`src/rtl/traffic_intersection.sv`:
```
// traffic_intersection
//   Two-approach traffic-light controller. Main approach A and side
//   approach B cycle through green, yellow and all-red clearance phases.
//   B is only served when a side request has been latched; otherwise A's
//   green is extended. Night mode routes through the all-red clearance
//   into a yellow flash on both approaches.
//
// Ports
//   in_clk      clock, rising edge
//   in_rst      asynchronous active-high reset
//   in_srt      start pulse, only acted on in IDLE
//   in_req_b    side-approach request (level or pulse)
//   in_night    night/flash mode request, evaluated at phase ends
//   o_green     green lamps  {B, A}
//   o_yellow    yellow lamps {B, A}
//   o_red       red lamps    {B, A}
//   o_count     cycles remaining in current phase minus one
//   o_req_pend  side request latched and not yet served
//
// All outputs are registered. Lamp values are decoded from the next state
// so that they change on the same edge as the state register.
module traffic_intersection #(
    parameter int CNT_W    = 4,
    parameter int GREEN_T  = 8,
    parameter int YELLOW_T = 3,
    parameter int ALLRED_T = 2,
    parameter int FLASH_T  = 4
) (
    input  logic             in_clk,
    input  logic             in_rst,
    input  logic             in_srt,
    input  logic             in_req_b,
    input  logic             in_night,
    output logic [1:0]       o_green,
    output logic [1:0]       o_yellow,
    output logic [1:0]       o_red,
    output logic [CNT_W-1:0] o_count,
    output logic             o_req_pend
);

    typedef enum logic [2:0] {
        IDLE  = 3'd0,
        A_GRN = 3'd1,
        A_YEL = 3'd2,
        A_CLR = 3'd3,
        B_GRN = 3'd4,
        B_YEL = 3'd5,
        B_CLR = 3'd6,
        FLASH = 3'd7
    } state_t;

    localparam logic [CNT_W-1:0] GREEN_LD  = CNT_W'(GREEN_T - 1);
    localparam logic [CNT_W-1:0] YELLOW_LD = CNT_W'(YELLOW_T - 1);
    localparam logic [CNT_W-1:0] ALLRED_LD = CNT_W'(ALLRED_T - 1);
    localparam logic [CNT_W-1:0] FLASH_LD  = CNT_W'(FLASH_T - 1);

    state_t           state_q, state_d;
    logic [CNT_W-1:0] count_q, count_d;
    logic             req_q, req_d;
    logic             flash_on_q, flash_on_d;
    logic [1:0]       green_q, green_d;
    logic [1:0]       yellow_q, yellow_d;
    logic [1:0]       red_q, red_d;

    always_comb begin
        state_d    = state_q;
        count_d    = count_q;
        req_d      = req_q;
        flash_on_d = flash_on_q;

        // Requests are only collected while A owns the intersection.
        if (in_req_b && (state_q == IDLE || state_q == A_GRN ||
                         state_q == A_YEL || state_q == A_CLR)) begin
            req_d = 1'b1;
        end

        if (state_q == IDLE) begin
            count_d = '0;
            if (in_srt) begin
                state_d = A_GRN;
                count_d = GREEN_LD;
            end
        end else if (count_q != '0) begin
            count_d = count_q - CNT_W'(1);
        end else begin
            // Phase end: every branch reloads the counter for the phase entered.
            case (state_q)
                A_GRN: begin
                    if (in_night || req_q) begin
                        state_d = A_YEL;
                        count_d = YELLOW_LD;
                    end else begin
                        count_d = GREEN_LD;
                    end
                end
                A_YEL: begin
                    state_d = A_CLR;
                    count_d = ALLRED_LD;
                end
                A_CLR, B_CLR: begin
                    if (in_night) begin
                        state_d    = FLASH;
                        count_d    = FLASH_LD;
                        flash_on_d = 1'b1;
                    end else if (state_q == A_CLR) begin
                        state_d = B_GRN;
                        count_d = GREEN_LD;
                    end else begin
                        state_d = A_GRN;
                        count_d = GREEN_LD;
                    end
                end
                B_GRN: begin
                    state_d = B_YEL;
                    count_d = YELLOW_LD;
                end
                B_YEL: begin
                    state_d = B_CLR;
                    count_d = ALLRED_LD;
                end
                FLASH: begin
                    flash_on_d = ~flash_on_q;
                    if (!in_night) begin
                        state_d = B_CLR;
                        count_d = ALLRED_LD;
                    end else begin
                        count_d = FLASH_LD;
                    end
                end
                default: begin
                    state_d = IDLE;
                    count_d = '0;
                end
            endcase
        end

        // Serving B consumes the request; this wins over a same-edge set.
        if (state_d == B_GRN && state_q != B_GRN) begin
            req_d = 1'b0;
        end

        green_d  = 2'b00;
        yellow_d = 2'b00;
        red_d    = 2'b11;
        case (state_d)
            A_GRN: begin
                green_d = 2'b01;
                red_d   = 2'b10;
            end
            A_YEL: begin
                yellow_d = 2'b01;
                red_d    = 2'b10;
            end
            B_GRN: begin
                green_d = 2'b10;
                red_d   = 2'b01;
            end
            B_YEL: begin
                yellow_d = 2'b10;
                red_d    = 2'b01;
            end
            FLASH: begin
                red_d    = 2'b00;
                yellow_d = flash_on_d ? 2'b11 : 2'b00;
            end
            default: begin
                red_d = 2'b11;
            end
        endcase
    end

    always_ff @(posedge in_clk or posedge in_rst) begin
        if (in_rst) begin
            state_q    <= IDLE;
            count_q    <= '0;
            req_q      <= 1'b0;
            flash_on_q <= 1'b0;
            green_q    <= 2'b00;
            yellow_q   <= 2'b00;
            red_q      <= 2'b11;
        end else begin
            state_q    <= state_d;
            count_q    <= count_d;
            req_q      <= req_d;
            flash_on_q <= flash_on_d;
            green_q    <= green_d;
            yellow_q   <= yellow_d;
            red_q      <= red_d;
        end
    end

    assign o_green    = green_q;
    assign o_yellow   = yellow_q;
    assign o_red      = red_q;
    assign o_count    = count_q;
    assign o_req_pend = req_q;

endmodule

```
`config.mk`:
```
export PLATFORM = sky130hd
export DESIGN_NAME = traffic_intersection
export DESIGN_NICKNAME = d
export VERILOG_FILES = /design/src/rtl/traffic_intersection.sv
export SDC_FILE = /design/constraint.sdc
export NUM_CORES = 1
export LEC_CHECK = 0
export BUFFER_PORTS_ARGS = -buffer_cell sky130_fd_sc_hd__buf_4
export CAP_MARGIN = 20
export CORE_ASPECT_RATIO = 0.75
export CORE_MARGIN = 5
export CORE_UTILIZATION = 41
export DETAILED_ROUTE_END_ITERATION = 10
export PLACE_DENSITY = 0.61
export RECOVER_POWER = 100
export SLEW_MARGIN = 20
export SYNTH_ARGS = -nofsm -noshare
export SYNTH_HDL_FRONTEND = slang
export SYNTH_SLANG_ARGS = --single-unit
export TNS_END_PERCENT = 1
```
`constraint.sdc`:
```
create_clock -name in_clk -period 2.82 [get_ports in_clk]
set_input_delay 0 -clock in_clk [delete_from_list [all_inputs] [get_ports in_clk]]
set_output_delay 0 -clock in_clk [all_outputs]
set_load 0.02 [all_outputs]
```
Word level (Yosys, flattened, before mapping)
Index checks and enable logic that the tools add are counted.
{ "op_classes": {"addsub": 1, "n_eq_ne": 13, "n_mux": 25, "bitwise": 1, "n_reduce_logical": 13} }
{ "op_table": {"columns": ["cell", "n"], "rows": [
  ["$mux W3", 10],
  ["$eq A3 B3 Y1 const B", 7],
  ["$pmux W4 S5", 1],
  ["$pmux W3 S6", 1],
  ["$pmux W2 S3", 2],
  ["$eq A3 B2 Y1 const B", 3],
  ["$mux W4", 2],
  ["$reduce_or A2 Y1", 4],
  ["$eq A3 B1 Y1 const B", 2],
  ["$mux W1", 5],
  ["$logic_or A1 B1 Y1", 4],
  ["$mux W2", 2],
  ["$pmux W2 S2", 1],
  ["$reduce_bool A4 Y1", 1],
  ["$sub A4 B1 Y4 const B", 1],
  ["$logic_not A3 Y1", 1],
  ["$ne A3 B3 Y1 const B", 1],
  ["$logic_and A1 B1 Y1", 2],
  ["$pmux W1 S2", 1],
  ["$reduce_bool A2 Y1", 1],
  ["$not A1 Y1", 1]
]} }
{ "totals": {"register_bits": 15, "in_bits": 5, "out_inout_bits": 11, "elab_cells": 60} }

Logic depth before layout (Yosys ltp)
{ "depth": {"ltp_word": 9, "mapped_depth": 8, "ltp_nobuf": 7} }

Least setup slack after synthesis
OpenSTA, ideal clock, no wires.
{ "synth_path": {"kind": "reg-to-reg", "startpoint": "reg count_q[0] (netlist: o_count[0])", "endpoint": "reg red_q[0] (netlist: o_red[0])", "arrival_time_ns": 2.007, "required_time_ns": 2.739, "path_slack_ns": 0.732, "stages_incl_launch_ff": 9, "period_less_slack_ns": 2.088, "cell_sequence": "dfrtp_1 > inv_1 > ha_1 > or3b_1 > buf_2 > or4_4 > o311a_4 > nor3b_4 > a21oi_2"} }
{ "synth_via": {"elab_chain_len": 6} }
{ "synth_lines": {"columns": ["item", "line", "rtl"], "rows": [
  ["start: declaration", "58", "logic [CNT_W-1:0] count_q, count_d;"],
  ["start signal: assignment", "183", "count_q <= count_d;"],
  ["$reduce_bool A4 Y1 *", "83", "end else if (count_q != '0) begin"],
  ["$mux W3 *", "83", null],
  ["$mux W3 *", "77", "if (state_q == IDLE) begin"],
  ["named net state_d[1]", "57", "state_t state_q, state_d;"],
  ["$eq A3 B3 Y1, or another cell as far along", "145", "case (state_d)"],
  ["$reduce_or A2 Y1 (no line)", null, null],
  ["$pmux W2 S3 *", "145", null],
  ["named net red_d[0]", "63", "logic [1:0] red_q, red_d;"],
  ["end signal: assignment", "188", "red_q <= red_d;"],
  ["end: declaration", "63", null]
]} }
The timed path passes the listed nets; every way through them passes the cells marked *.
A chain may end at the register's enable or synchronous reset.

Worst setup path in the final report
Ends and elaborated chain as after synthesis.

==> results_dict.tcl <==
set metrics [dict create \
    maxSlewViolCount 0 \
    finalNetCount 104 \
    wl_per_cell_um 13.5 \
    hp-start "in_req_b" \
    antenna_found_initial 0 \
    synthAdderAreaFrac_pct 2.76 \
    p_leak_nw 0.393 \
    synth-seq-area-share_pct 46.3 \
    synth_ff_type "dfrtp_1" \
    synth.distinct_cells 38 \
    ant_nets 0 \
    synth-seq-cells 15 \
    powerDensity_nw_per_um2 1270 \
    route.final.wire_length_um 1630 \
    total_power_w 0.00118 \
    gr-usage-all-layers_pct 12.4 \
    clock_skew_ns 0.00167 \
    synth_nets 87 \
    grt_max_degree 16 \
    worstReg2RegStart "o_count[0]" \
    synth_mux_area_share_pct 0 \
    overflow 0 \
    synth_top_area_share_pct 39.9 \
    synthesis.area_um2 816 \
    instances_no_fill 121 \
    min_to "o_req_pend" \
    dp_cells 115 \
    grt_pass1_wl_um 2820 \
    ys_warn_count 0 \
    async_reset_ff_share_pct 100 \
    path_buf_inv 1 \
    ctsResizeCount 0 \
    slew_headroom_pct 56.6 \
    fp.dieH_um 48.6 \
    core_um2 1940 \
    clock_path_buffers 2 \
    critPathMaxStageDelay_ns 0.54 \
    cts_buffers 3 \
    yosysMostFrequentCell "dfrtp_1" \
    reg2reg_slack_ns 0.52 \
    period_needed_ns 2.30 \
    synth_top_area_cell "dfrtp_1" \
    cts_num_sinks 15 \
    synthTopCellsByArea "dfrtp_1, dfstp_2, nor2_1" \
    worstPathArrival_ns 2.52 \
    synth_common_cells "dfrtp_1, nor2_1, a21oi_1, inv_1, o21ai_0" \
    synth-xor-area-share_pct 2.15 \
    io-pin-count 16 \
    synth-edff-count 0 \
    whs_path_depth 3 \
    initial_utilization_pct 42.0 \
    fmax_ghz 0.435 \
    die_w_um 61.5 \
    finalCritPeriodShare_pct 81.6 \
    fin_setup_tns_ns 0 \
    synthCells 81 \
    gp_congestion 0.692 \
    cts-root-buf "clkbuf_4" \
    rr_worst_depth 7 \
    critical_path_required_ns 3.04 \
    path_class "reg -> reg" \
    clkTransAtPathRegs_ns 0.09 \
    vias 650 \
    synth_compound_area_share_pct 25.5 \
    drt-initial-drc-count 12 \
    cp_cell_sequence "inv_1 -> ha_1 -> nor3b_2 -> o21ai_0 -> a22oi_1 -> nor3b_4 -> a21oi_2" \
    grt_pass1_vias 587 \
    htree_levels 1 \
    maxCapViolations 0 \
    reg2reg_to "o_red[0]" \
    crit_path_end_kind "register" \
    yosys.area_share.simple_pct 18.1 \
    peakVddDrop_uv 579 \
    crit_family "simple AND/OR/NAND/NOR gates" \
    port-buffer-count 15 \
    rsz0062_at_grt "false" \
    cts_tree "yes" \
    dieArea_um2 2990 \
    hold_path.class "in -> reg" \
    hold_viol_final 0 \
    rows 14 \
    syn2layout_area_growth_pct 13.5 \
    clock_latency_ns 0.29 \
    antennaDiodeCount 0 \
    outcome "finished, final reports clean" \
    start_kind "register" \
    drc_errors 0 \
    cp_max_fo 8 \
    synth_top_family_by_area "compound AO/OA/AOI/OAI gates" \
    drive_gt1_share_pct 15.5 \
    avgViaCountPerCell 5.37 \
    hpwlAfterDp_um 1180 \
    worst_slew_pin_slew_ns 0.651 \
    syn_avg_cell_area_um2 10.1 \
    finalSetupViolCount 0 \
    firstDrtPassIters 4 \
    critPathSlowestCell "a22oi_1" \
]
-- state kept, by name (all words and copies together) (netlist names) --
name and count:
flash_on_q 1, o_count 4, o_green 2, o_red 2, o_req_pend 1, o_yellow 2, state_q 3
-- layout by cell type (no fill, tap or decap), drive strengths merged, types with 3 or more instances in the layout --
cell type  netlist  final
clkbuf           3     15
dfrtp           13     13
nor2             7      7
inv              6      6
a21oi            6      6
o21ai            5      5
a31oi            3      3
nand2            3      3
nor3             3      3
buf              2      3
-- tightest hold or removal path: cells and delay by family --
family | cells | cell delay [ns]
buffers and inverters | 1 | 0.10
AO/OA/AOI/OAI | 2 | 0.19
-- power breakdown --
| group | switching (W) | internal, W |
|---|---|---|
| combinational | 0.000359 | 0.000239 |
| clock | 0.0000733 | 0.0000540 |
| sequential | 0.000125 | 0.000326 |
-- final cells by class --
cell class	count	area [µm²]
fill	214	1020
sequential	15	378
multi-input combinational	55	374
timing repair buffer	17	91.3
tap	24	30.0
clock buffer	3	22.5
inverter	6	22.5
clock inverter	1	7.51
-- cell families after synthesis --
logic type	Yosys count
DFF	15
and+or+nand+nor	24
buffers and inverters	11
xor gates and xnor gates	2
adders and majority gates	2
AOI/OAI and AO/OA	27
-- metal layers --
metal	share of wire (%)	routed length, µm	vias to the layer above	GRT usage, %
li1	-	-	325	-
met1	50	816	308	17.6
met2	42	683	14	16.6
met5	0	0	-	0
met4	0.55	9	0	3.18
met3	7.6	125	3	6.38
-- worst max-delay path by stage --
stage	from	end	slack, ns	cells after the start
3_5_place_dp	o_count[0]	o_red[0]	0.72	7
3_3_place_gp	o_count[0]	o_red[0]	0.77	7
2_1_floorplan	o_count[0]	o_red[0]	0.73	8
5_1_grt	o_count[0]	o_red[0]	0.26	7
4_1_cts	o_count[0]	o_red[0]	0.70	7
6_report	o_count[0]	o_red[0]	0.52	7
-- repair_timing --
item	CTS	global route
hold buffers	2	0
buffers inserted	0	0
endpoints found under the hold margin	15	0
-- stage by stage --
step	setup WS [ns]	utilization (%)	area (µm²)	hold WS, ns
6_report	0.519	47.6	926	0.0428
5_1_grt	0.255	47.6	926	0.0499
3_5_place_dp	0.723	48.3	938	0.0882
3_3_place_gp	0.769	48.3	938	0.0858
4_1_cts	0.695	50.8	988	0.0303
2_1_floorplan	0.732	-	816	-0.100
Power figures use the tool's default switching activity.
